==> src/rtl/uart_tx_fifo.sv <==
`default_nettype none
// ============================================================================
// Module   : uart_tx_fifo
// Purpose  : Byte FIFO plus launch sequencer in front of a UART transmitter.
//            The host can burst up to DEPTH bytes. The sequencer hands them one
//            at a time to the TX path through the tx_data / tx_data_valid /
//            tx_busy / tx_done handshake.
// Ports    : clk_i            - system clock, rising edge
//            rst_ni           - asynchronous active-low reset
//            wr_data_i        - host byte to enqueue
//            wr_en_i          - enqueue strobe
//            full_o / empty_o - registered occupancy flags
//            count_o          - bytes stored, 0..DEPTH
//            overflow_o       - 1-cycle pulse, a write was dropped while full
//            tx_data_o        - last launched byte, held until the next launch
//            tx_data_valid_o  - 1-cycle launch pulse to the transmitter
//            tx_busy_i        - transmitter is shifting a frame
//            tx_done_i        - transmitter end-of-frame pulse
// Revision : 1.0 - initial release
// ============================================================================
module uart_tx_fifo #(
  parameter int DEPTH  = 16,
  parameter int ADDR_W = 4
) (
  input  logic              clk_i,
  input  logic              rst_ni,
  input  logic [7:0]        wr_data_i,
  input  logic              wr_en_i,
  output logic              full_o,
  output logic              empty_o,
  output logic [ADDR_W:0]   count_o,
  output logic              overflow_o,
  output logic [7:0]        tx_data_o,
  output logic              tx_data_valid_o,
  input  logic              tx_busy_i,
  input  logic              tx_done_i
);

  localparam logic [ADDR_W:0]   c_full_count = (ADDR_W+1)'(DEPTH);
  localparam logic [ADDR_W:0]   c_cnt_one    = (ADDR_W+1)'(1);
  localparam logic [ADDR_W-1:0] c_ptr_one    = ADDR_W'(1);

  typedef enum logic [1:0] {
    ST_IDLE      = 2'd0,
    ST_WAIT_BUSY = 2'd1,
    ST_WAIT_DONE = 2'd2
  } state_e;

  state_e              state_q;
  logic [7:0]          mem_q [DEPTH];
  logic [ADDR_W-1:0]   wr_ptr_q, wr_ptr_d;
  logic [ADDR_W-1:0]   rd_ptr_q, rd_ptr_d;
  logic [ADDR_W:0]     count_q, count_d;
  logic                full_q, empty_q, overflow_q;
  logic [7:0]          tx_data_q;
  logic                tx_data_valid_q;
  logic                do_push, do_pop;

  // full is the registered flag, so a pop in the same cycle never makes room.
  // A pop only happens on a launch out of IDLE, which also keeps a single
  // byte outstanding at the transmitter.
  always_comb begin
    do_push  = wr_en_i && !full_q;
    do_pop   = (state_q == ST_IDLE) && !empty_q && !tx_busy_i;
    wr_ptr_d = do_push ? wr_ptr_q + c_ptr_one : wr_ptr_q;
    rd_ptr_d = do_pop  ? rd_ptr_q + c_ptr_one : rd_ptr_q;
    count_d  = count_q;
    case ({do_push, do_pop})
      2'b10:   count_d = count_q + c_cnt_one;
      2'b01:   count_d = count_q - c_cnt_one;
      default: count_d = count_q;
    endcase
  end

  // Storage has no reset; contents are only read after being written.
  always_ff @(posedge clk_i) begin
    if (do_push) begin
      mem_q[wr_ptr_q] <= wr_data_i;
    end
  end

  always_ff @(posedge clk_i or negedge rst_ni) begin
    if (!rst_ni) begin
      state_q         <= ST_IDLE;
      wr_ptr_q        <= '0;
      rd_ptr_q        <= '0;
      count_q         <= '0;
      full_q          <= 1'b0;
      empty_q         <= 1'b1;
      overflow_q      <= 1'b0;
      tx_data_q       <= 8'h00;
      tx_data_valid_q <= 1'b0;
    end else begin
      wr_ptr_q        <= wr_ptr_d;
      rd_ptr_q        <= rd_ptr_d;
      count_q         <= count_d;
      full_q          <= (count_d == c_full_count);
      empty_q         <= (count_d == '0);
      overflow_q      <= wr_en_i && full_q;
      tx_data_valid_q <= 1'b0;

      case (state_q)
        ST_IDLE: begin
          if (do_pop) begin
            tx_data_q       <= mem_q[rd_ptr_q];
            tx_data_valid_q <= 1'b1;
            state_q         <= ST_WAIT_BUSY;
          end
        end
        // A very short frame may finish before busy is ever seen high.
        ST_WAIT_BUSY: begin
          if (tx_done_i) begin
            state_q <= ST_IDLE;
          end else if (tx_busy_i) begin
            state_q <= ST_WAIT_DONE;
          end
        end
        ST_WAIT_DONE: begin
          if (tx_done_i) begin
            state_q <= ST_IDLE;
          end
        end
        default: state_q <= ST_IDLE;
      endcase
    end
  end

  assign full_o          = full_q;
  assign empty_o         = empty_q;
  assign count_o         = count_q;
  assign overflow_o      = overflow_q;
  assign tx_data_o       = tx_data_q;
  assign tx_data_valid_o = tx_data_valid_q;

endmodule
`default_nettype wire

==> config.mk <==
export PLATFORM = sky130hd
export DESIGN_NAME = uart_tx_fifo
export DESIGN_NICKNAME = d
export VERILOG_FILES = /design/src/rtl/uart_tx_fifo.sv
export SDC_FILE = /design/constraint.sdc
export NUM_CORES = 1
export LEC_CHECK = 0
export ABC_AREA = 1
export ABC_CLOCK_PERIOD_IN_PS = 3200
export CORE_MARGIN = 1.5
export CORE_UTILIZATION = 41
export CTS_BUF_LIST = sky130_fd_sc_hd__clkbuf_8
export CTS_CLUSTER_DIAMETER = 40
export CTS_CLUSTER_SIZE = 40
export DETAILED_ROUTE_END_ITERATION = 16
export PLACE_DENSITY_LB_ADDON = 0.05
export SETUP_SLACK_MARGIN = 0.15
export SYNTH_ARGS = -nofsm -noshare
export SYNTH_HDL_FRONTEND = slang
export SYNTH_SLANG_ARGS = --single-unit
export TNS_END_PERCENT = 5
==> constraint.sdc <==
create_clock -name clk_i -period 3.2 [get_ports clk_i]
set_clock_uncertainty 0.1 [all_clocks]
set_input_delay 0.64 -clock clk_i [delete_from_list [all_inputs] [get_ports clk_i]]
set_output_delay 0.64 -clock clk_i [all_outputs]
set_load 0.005 [all_outputs]
# == Word level (Yosys, flattened, before mapping) ==
# Memories as Yosys holds them, arrays and structs flattened. A register that Yosys moved wholly into a read port is not among the register bits.
# Cells that the tools add are included.
# W data, S select, Z words.
# totals
inputBits,13
word_cells,43
ramBits,128
output_inout_bits,17
n_memories,1
register_bits,19
# mem_list
memory,words,word_bits,rd,rd_ports_with_merged_regs,write_ports,line_no,source
mem_q,16,8,1,1,1,50,logic [7:0] mem_q [DEPTH];
# op_classes
n_mux,10
eq_ne,8
addsub,4
reduce_logical,12
# ops
op,count
$pmux W5 S2,1
$add A4 B1 Y4 const B,2
$mux W2,4
$pmux W2 S3,1
$add A5 B1 Y5 const B,1
$eq A5 B5 Y1 const B,1
$logic_not A5 Y1,1
$sub A5 B1 Y5 const B,1
$eq A2 B1 Y1 const B,2
$eq A2 B2 Y1 const B,2
$logic_and A1 B1 Y1,4
$logic_not A1 Y1,4
$mux W1,4
$ne A2 B2 Y1 const B,2
$ne A3 B3 Y1 const B,1
$reduce_and A3 Y1,1
$logic_not A2 Y1,1
$reduce_and A2 Y1,1

# == Depth between registers and ports, before layout ==
# depth
ltp_word,6
mapped_depth,16
depth_no_buf,16

# == Worst setup path after synthesis ==
# No wires, ideal clock.
# synth_timing
kind,input-to-reg
from,input tx_busy_i
to,register empty_q (netlist: empty_o)
required_time_ns,3.033
n_path_buf,1
path_stages,12
slack_ns,0.849
arrival_ns,2.184
setup_ns,0.067
path_cell_list,nor2_4 > nand2_4 > clkinv_1 > buf_2 > ha_1 > inv_2 > nand2_1 > o21ai_0 > or2_1 > nor2_2 > nand3_2 > nor2_1
# synth_via
elab_chain_cells,5
word_cells_on_any_way,6
classes_between,2 x eq/ne; 1 x mux; 3 x reduce/logical
# synth_rtl
element,line_no,source
from (decl),35,"input logic tx_busy_i,"
$logic_not A1 Y1 (*),64,do_pop = (state_q == ST_IDLE) && !empty_q && !tx_busy_i;
$logic_and A1 B1 Y1 (*),64,
$eq A2 B1 Y1 / $eq A2 B2 Y1 (equally long branches),68,"case ({do_push, do_pop})"
$pmux W5 S2 (*),68,
named net count_d[1],53,"logic [ADDR_W:0] count_q, count_d;"
$logic_not A5 Y1 (*),98,empty_q <= (count_d == '0);
to (signal assigned),98,
to (decl),54,"logic full_q, empty_q, overflow_q;"
# Mark *: on every way through the listed nets, which the timed path passes. The rest lies on a longest branch.
# A chain may end at the register's enable or synchronous reset.

# == Worst setup path in the final report ==
# Ends and elaborated chain as after synthesis.

==> metrics.md <==
| Metric | Value |
|---|---|
| Tmin final | 2.40 ns |
| Root Driver | clkbuf_8 |
| DRT iter0 DRCs | 322 |
| Final Hold Viols | 0 |
| Layout net count | approximately 600 |
| Initial antenna violation count | 0 |
| Buffers added on ports | 29 |
| Crit-path max FO | 9 |
| Clk pwr share | 24.1% |
| Number of global-route vias before repair | just over 4000 |
| Register area | 0.00452 mm² |
| Cell Int Power | 0.00416 W |
| Post-route clock period utilization | roughly 75% |
| Total GRT Usage | 19.9% |
| Core area | about 0.015 mm² |
| PD cells | roughly 880 mW/mm² |
| Setup Buffers After CTS | 0 |
| Drt first pass iters | 4 |
| First-pass GRT wire length | ~24 mm |
| Area of the multi-input gates | 0.00162 mm² |
| Hold crit path type | reg -> reg |
| Slew Viols, Final | 0 |
| Vias | 4007 |
| Setup crit end kind | flip-flop |
| Global route overflow | 0 |
| Ys flop type | edfxtp_1 |
| Critical Path AT | 2.68 ns |
| Fillers | 1359 |
| Placed instance area | 0.00697 mm² |
| Req. time, crit path | roughly 3.5 ns |
| Initial Utilization | around two fifths |
| CP Launch Type | input port |
| # DRC | 0 |
| CTS tree | built |
| CTS max path bufs | 2 |
| Maxcap violations | 0 |
| Drt total wl | 15.0 mm |
| Die Height | 128 µm |
| Via/cell ratio | between 5 and 6 |
| Critical path class | in -> reg |
| Worst-skew pair later-pin latency | around 0.45 ns |
| Final setup fails | 0 |
| Rows | 45 |
| Clock sink count | 155 |
| Cell area after layout | 0.00739 mm² |
| Async SR Flop Fraction | 17.4% |
| Largest net degree at the start of global routing | just over 70 |
| Worst-Margin Slew | 0.782 ns |
| Die footprint | 0.0163 mm² |
| ANT cells | 0 |
| #FFs+latches synth | approximately 160 |
| Area Overhead vs Synth | 16.1% |
| Max-slew headroom | 47.7% |
| DR WL/cell | 19.7 µm |
| Cts repair resizes | 0 |
| VDD IR max | 0.000342 V |
| Clock-pin slew on the worst setup and hold paths | 0.08 ns |
| Setup TNS | 0 ns |
| Mean post-synth cell area | 12.4 µm² |
| Antenna-violating nets left | 0 |
| RSZ-0062 raised after global routing | false |
| Sw Share | 36.1% |
| Synth Instances | 515 |
| Mapped Nets | 536 |
| Number of flops mapped to enable cells by yosys | 128 |
| Gate power share | 34.9% |
| Switching pwr | 0.00235 W |
| Post-DP HPWL | ~9.2 mm |
| Layout cell share with drive strength beyond 1 | between 10% and 20% |
| FMAX | roughly 0.42 GHz |
| Reg power frac | 40.9% |
| Hold_buf cts | 0 |
| CTS Buf Count | 17 |
| Final Wtd Congestion | 0.804 |
| # IOs | 30 |
| Synth Cell Area | 0.00637 mm² |
| H-Tree Depth | 4 |
| Distinct cells, synth | 32 |
| Post-synthesis sequential area ratio | ~71% |
| Status | complete, no violations |
| Die Span X | 128 µm |
| Ys Warns | 0 |
| Lkg Pwr | 2.68 nW |
## final cells by class
cell class	instances	area share, %
Inverter	27	1.40
Timing Repair Buffer	53	6.53
Tap cell	188	3.18
Sequential cell	155	61.2
Clock buffer	18	3.35
Clock inverter	14	2.42
Multi-Input combinational cell	308	22.0
## cell usage after synthesis (all sizes together) (4+ instances only)
library cell / count / area [µm²]
buf: 17 / 92.6
o221ai: 20 / 175
a31oi: 4 / 25.0
nor2: 95 / 382
edfxtp: 128 / 3840
clkbuf: 8 / 30.0
nand2: 53 / 224
dfrtp: 26 / 651
nand3: 22 / 130
a21oi: 10 / 50.1
ha: 8 / 100
xor2: 7 / 61.3
o21ai: 73 / 365
o22ai: 4 / 25.0
o211ai: 4 / 30.0
inv: 26 / 100
nand4: 4 / 25.0
## stage by stage
stage / hold WS (ns) / setup slack (ns) / util, % / cells / power, W
2_1_floorplan: 0.244 / 0.849 / - / 515 / 0.00415
3_3_place_gp: 0.378 / 0.388 / 45.8 / 731 / 0.00501
3_5_place_dp: 0.369 / 0.355 / 45.8 / 731 / 0.00502
4_1_cts: 0.394 / 0.829 / 48.6 / 763 / 0.00660
5_1_grt: 0.425 / 0.631 / 48.6 / 763 / 0.00697
6_report: 0.390 / 0.804 / 48.6 / 763 / 0.00652
## power by group through the flow
stage               sequential (W)  clock (W)  combinational, W
floorplan                  0.00269          0           0.00146
global placement           0.00272          0           0.00229
detailed placement         0.00272          0           0.00231
CTS                        0.00267    0.00161           0.00232
global route               0.00270    0.00169           0.00257
finish                     0.00267    0.00157           0.00228
## layer usage
| metal | wire length (µm) | global-route usage, % | vias to the layer above | share of wire, % |
|---|---|---|---|---|
| met5 | 0 | 0 | - | 0 |
| met4 | 144 | 6.74 | 0 | 0.96 |
| met3 | 688 | 3.67 | 9 | 4.6 |
| met2 | 7350 | 32.3 | 84 | 49 |
| met1 | 6810 | 27.2 | 1975 | 45 |
| li1 | - | - | 1939 | - |
## final timing paths
| path | slack, ns | start | cells past startpoint | to |
|---|---|---|---|---|
| max in group asynchronous | 1.69 | rst_ni | 3 | wr_ptr_q[3]$_DFFE_PN0P_ |
| min reg2reg | 0.39 | tx_data_o[6]$_DFFE_PN0P_ | 2 | tx_data_o[6]$_DFFE_PN0P_ |
| min in group asynchronous | 0.54 | rst_ni | 1 | tx_data_o[2]$_DFFE_PN0P_ |
| min | 0.39 | tx_data_o[6]$_DFFE_PN0P_ | 2 | tx_data_o[6]$_DFFE_PN0P_ |
| max | 0.80 | tx_busy_i | 12 | empty_o$_DFF_PN1_ |
| max reg2reg | 1.01 | empty_o$_DFF_PN1_ | 11 | empty_o$_DFF_PN1_ |
## critical path, cell delays in order
cell and delay [ns]:
clkdlybuf4s50_1 0.55, nor2_4 0.08, nand2_4 0.15, clkinv_1 0.10, ha_1 0.38, inv_2 0.09, nand2_1 0.06, o21ai_0 0.09
or2_1 0.24, nor2_2 0.12, nand3_2 0.09, nor2_1 0.10
## flip-flops by register name, indices dropped and copies added (netlist names), 2 cells and up
| signal | cells |
|---|---|
| mem_q | 128 |
| state_q | 2 |
| count_o | 5 |
| rd_ptr_q | 4 |
| tx_data_o | 8 |
| wr_ptr_q | 4 |
## cell families after synthesis
group / after synthesis / synth area share, %
flops: 155 / 71.0
fa+ha+maj: 8 / 1.57
buf+inv: 52 / 3.55
simple gates: 175 / 12.0
xor+xnor: 8 / 1.10
compound gates: 117 / 10.8
## cell usage in the layout (no fill, tap or decap), drive strengths merged, types with 10 or more instances in the layout
master         netlist  layout
a21oi               10      10
clkbuf               8      18
dfrtp               26      26
nand2               53      53
inv                 26      28
clkdlybuf4s50        0      29
nand3               22      22
nor2                95      95
o21ai               73      73
o221ai              20      20
edfxtp             128     128
buf                 17      24
No activity file was read; power rests on OpenSTA's default activity.
